--- src/rtl/hazard_scoreboard_unit.sv ---
// hazard_scoreboard_unit: ID-stage hazard detector that tracks in-flight
// register writers in an internal shadow pipeline of DEPTH stages
// (stage 0 = EX, stage 1 = MEM, ...). hazard_detected is purely
// combinational from the scoreboard contents and the ID-stage inputs.
//
// Optional build macro HAZ_PERF_CNT_EN adds the stall_count port, a
// saturating count of unfrozen hazard cycles. Without the macro the port
// and the counter do not exist.
module hazard_scoreboard_unit #(
    parameter int REG_W    = 4,
    parameter int DEPTH    = 2,
    parameter int LOAD_LAT = 1,
    parameter int CNT_W    = 16
) (
    input  logic             clk,
    input  logic             rst,
    input  logic             id_valid,
    input  logic [REG_W-1:0] src_1,
    input  logic [REG_W-1:0] src_2,
    input  logic             two_src,
    input  logic             id_wb_en,
    input  logic [REG_W-1:0] id_dest,
    input  logic             id_mem_read,
    input  logic             forwarding_mode,
    input  logic             freeze,
    input  logic             flush,
    output logic             hazard_detected
`ifdef HAZ_PERF_CNT_EN
    ,
    output logic [CNT_W-1:0] stall_count
`endif
);

    // Reject parameter sets the scoreboard cannot represent.
    if (DEPTH < 1 || DEPTH > 8 || LOAD_LAT < 1 || LOAD_LAT > DEPTH || CNT_W < 1 || REG_W < 1) begin : g_param_error
        $error("hazard_scoreboard_unit: illegal parameter combination");
    end

    // Scoreboard: valid is control (reset), dest/is_load are data (no reset).
    logic [DEPTH-1:0] sb_vld;
    logic [REG_W-1:0] sb_dest [DEPTH];
    logic [DEPTH-1:0] sb_load;

    logic [DEPTH-1:0] stage_match;
    logic             any_match;
    logic             load_match;
    logic             ins_vld;

    // Per-stage source comparison; src_2 only counts when it is actually read.
    for (genvar g = 0; g < DEPTH; g++) begin : g_match
        assign stage_match[g] = sb_vld[g] &&
                                ((sb_dest[g] == src_1) || (two_src && (sb_dest[g] == src_2)));
    end

    // Collapse stage matches into "any writer" and "load inside its use window".
    always_comb begin
        any_match  = 1'b0;
        load_match = 1'b0;
        for (int i = 0; i < DEPTH; i++) begin
            if (stage_match[i]) begin
                any_match = 1'b1;
                if ((i < LOAD_LAT) && sb_load[i]) begin
                    load_match = 1'b1;
                end
            end
        end
    end

    // Forwarding only needs to wait out young loads; otherwise any writer stalls.
    always_comb begin
        hazard_detected = id_valid && (forwarding_mode ? load_match : any_match);
    end

    // A stalled or flushed ID instruction enters the shadow pipeline as a bubble.
    assign ins_vld = id_valid && id_wb_en && !hazard_detected && !flush;

    // Advance the valid bits unless the whole pipeline is frozen.
    always_ff @(posedge clk or negedge rst) begin
        if (!rst) begin
            sb_vld <= '0;
        end else if (!freeze) begin
            sb_vld[0] <= ins_vld;
            for (int i = 1; i < DEPTH; i++) begin
                sb_vld[i] <= sb_vld[i-1];
            end
        end
    end

    // Advance the dest/is_load payload in lockstep with the valid bits.
    always_ff @(posedge clk) begin
        if (!freeze) begin
            sb_dest[0] <= id_dest;
            sb_load[0] <= id_mem_read;
            for (int i = 1; i < DEPTH; i++) begin
                sb_dest[i] <= sb_dest[i-1];
                sb_load[i] <= sb_load[i-1];
            end
        end
    end

`ifdef HAZ_PERF_CNT_EN
    function automatic logic [CNT_W-1:0] sat_inc(input logic [CNT_W-1:0] v);
        return (&v) ? v : v + CNT_W'(1);
    endfunction

    // Count cycles in which the ID instruction is actually held back.
    always_ff @(posedge clk or negedge rst) begin
        if (!rst) begin
            stall_count <= '0;
        end else if (hazard_detected && !freeze) begin
            stall_count <= sat_inc(stall_count);
        end
    end
`endif

endmodule

--- config.mk ---
export PLATFORM = sky130hd
export DESIGN_NAME = hazard_scoreboard_unit
export DESIGN_NICKNAME = d
export VERILOG_FILES = /design/src/rtl/hazard_scoreboard_unit.sv
export SDC_FILE = /design/constraint.sdc
export NUM_CORES = 1
export LEC_CHECK = 0
export CAP_MARGIN = 20
export CORE_MARGIN = 1.5
export CORE_UTILIZATION = 41
export DETAILED_ROUTE_END_ITERATION = 7
export PLACE_DENSITY = 0.75
export SLEW_MARGIN = 10
export SYNTH_ARGS = -nofsm -noshare
export SYNTH_HDL_FRONTEND = slang
export SYNTH_SLANG_ARGS = --single-unit
--- constraint.sdc ---
create_clock -name clk -period 1.7 [get_ports clk]
set_input_delay 0.34 -clock clk [delete_from_list [all_inputs] [get_ports clk]]
set_output_delay 0.34 -clock clk [all_outputs]
set_load 0.01 [all_outputs]
==> impl_metrics.ini <==
[status]
status = finished, violations left
violations = setup timing

[die]
die-area_sq_mm = 0.00166
die_y_microns = 40.8
pin_count = 22
start_util = 0.444
row_count = 13
die_x_microns = 40.8
core_sq_mm = 0.00132

[timing]
post-route-period-util = 1.10
tns_ns = -0.169
relSlewSlack = 0.785
setup_viol = 1
hold_viol = 0
fin_ws_ns = -0.169
period_minus_slack_ns = 1.87
slew_viol_final = 0
rsz0062_at_grt = yes
finClkSkew_ns = 0.00311
max_freq_mhz = 535
tightest_slew_ns = 0.322

[logic_synthesis]
syn_area_sq_um = 586
syn_inst = 44
synth-seq-cells = 11
ys_seq_area_frac = 0.547
syn_nets = 65
ys.flop_type = edfxtp_1
synth_cell_types = 18
ys_async_sr_fraction = 0.182
yosysWarnings = 0
synth_edf_count = 9
syn_area_per_cell_sq_um = 13.3

[critical_path]
timing.reg2reg.setup_slack_ns = 0.34
slowest_stage = edfxtp_1
cp.arrival_ns = 1.53
reg2reg_depth = 5
cp.depth = 6
cp_max_fo = 2
critPathMaxStageDelay_ns = 0.40
reg2reg_from = sb_dest[0][5]
worstPathRequired_ns = 1.36
worstPathBufferInverterCount = 2
crit_type = flop to primary output
crit_family = simple AND/OR/NAND/NOR gates
worstSetupStartpointType = flop
r2r_end = sb_vld[0]
crit_path_end_kind = primary output
worstPathCellList = buf_4 -> xnor2_1 -> and4_1 -> nor3_2 -> nor2b_1 -> buf_2

[clock_tree]
clock_sinks = 11
cts_buffers = 3
ctsHoldBuffers = 0
clk_pin_slew_ns = 0.06
clk_latency_ns = 0.25
cts-root-buf = clkbuf_4
cts_tree = built
h-tree-depth = 1
clock_tree.buffer_depth = 2

[placed_design]
gp_congestion = 0.675
numPortBuffers = 21
dp_hpwl_microns = 992

[cells_and_area]
nets = 94
diodes = 0
syn_to_final_growth_pct = 49.4
final_cell_mix = xnor2_1 (10), clkdlybuf4s50_1 (10), dlygate4sd2_1 (10)
drive_gt1_frac = 0.208
fin_util = 0.664

[flow_run]
drv_cap = 0

[hold_path]
hold_path_class = input pin to async pin

[power_and_ir_drop]
swShare = 0.224
power_frac_clock = 0.265
internal_power_uw = 478
p_switching_uw = 138
p_comb_frac = 0.194
pwr_density_cell_mw_per_mm2 = 704
ir_drop_uv = 475
p_seq_frac = 0.541
leakage_uw = 0.000328

[grt]
gr-total-overflow = 0
antenna_found_initial = 0
grt_pass1_wl_microns = 1750
grt_pass1_vias = 395
grt_max_degree = 10
grt_use_total = 0.171

[drt]
routed_via_density = 4.95
first_iter_violations = 10
postRouteWirelength_microns = 1110
dr_total_vias = 431
avgRoutedWirePerCell_microns = 12.8
remaining_drc_errors = 0
postRouteAntennaNets = 0
dr.pass1.iters = 3
-- layout make-up --
class                      count  area [sq um]
multi-input combinational     31           287
sequential                    11           320
clock buffer                   4          26.3
timing repair buffer          24           215
fill                         110           443
inverter                       2          7.51
tap                           15          18.8
-- cells in the mapped netlist, types with 2 or more instances --
cell type / number / area, sq um
xnor2_1: 10 / 87.6
dfrtp_1: 2 / 50.1
edfxtp_1: 9 / 270
nand4_1: 2 / 12.5
xor2_1: 6 / 52.6
nor3_1: 2 / 10.0
inv_1: 2 / 7.51
-- cells by family after synthesis --
group | share of synthesized area
flip-flops | 0.547
AND/OR/NAND/NOR | 0.132
XOR/XNOR | 0.239
buffers and inverters | 0.0128
multiplexers | 0.0192
AO/OA/AOI/OAI | 0.0491
-- power groups by stage --
stage	Combinational [uW]	Sequential (uW)	Clock, uW
final	119	333	163
after CTS	120	334	171
after floorplan	53.0	334	0
after global placement	120	337	0
after detailed placement	121	339	0
after global routing	129	336	186
-- through the flow --
step / instances / setup WS (ns) / area (sq um) / power, uW / hold WS, ns
2_1_floorplan: 44 / 0.214 / 586 / 387 / 0.0444
3_3_place_gp: 82 / -0.710 / 830 / 458 / 0.508
3_5_place_dp: 82 / -0.759 / 830 / 459 / 0.513
4_1_cts: 87 / -0.209 / 875 / 625 / 0.234
5_1_grt: 87 / -0.295 / 875 / 651 / 0.223
6_report: 87 / -0.169 / 875 / 616 / 0.241
-- what timing repair did --
action | in CTS | in global routing
buffers inserted | 1 | 0
resized for setup | 19 | 0
setup endpoints to repair | 1 | 1
hold endpoints to repair | 0 | 0
pin swaps | 4 | 2
-- worst max path at each step --
stage,endpoint,startpoint
after global placement,hazard_detected,src_1[3]
after floorplan,hazard_detected,sb_dest[0][7]
after detailed placement,hazard_detected,src_1[3]
after global routing,hazard_detected,sb_dest[0][5]
after CTS,hazard_detected,sb_dest[0][6]
final,hazard_detected,sb_dest[0][6]
-- registers in the layout, indices dropped and copies added (netlist names) --
signal / cells
sb_dest: 8
sb_vld: 2
sb_load: 1
-- worst register-to-register path, stage by stage, from the launching register on --
cell,delay [ns]
edfxtp_1,0.44
xor2_1,0.17
nor3_1,0.16
and4_1,0.21
nor3_2,0.06
a22o_1,0.20
-- routing by layer --
layer  vias up  wire, microns  GRT usage
li1        217              -          -
met1       205            516      0.242
met2         7            562      0.230
met3         2             20     0.0326
met4         0             12      0.125
met5         -              0          0
Note: power is estimated with default switching activity, not from simulation.
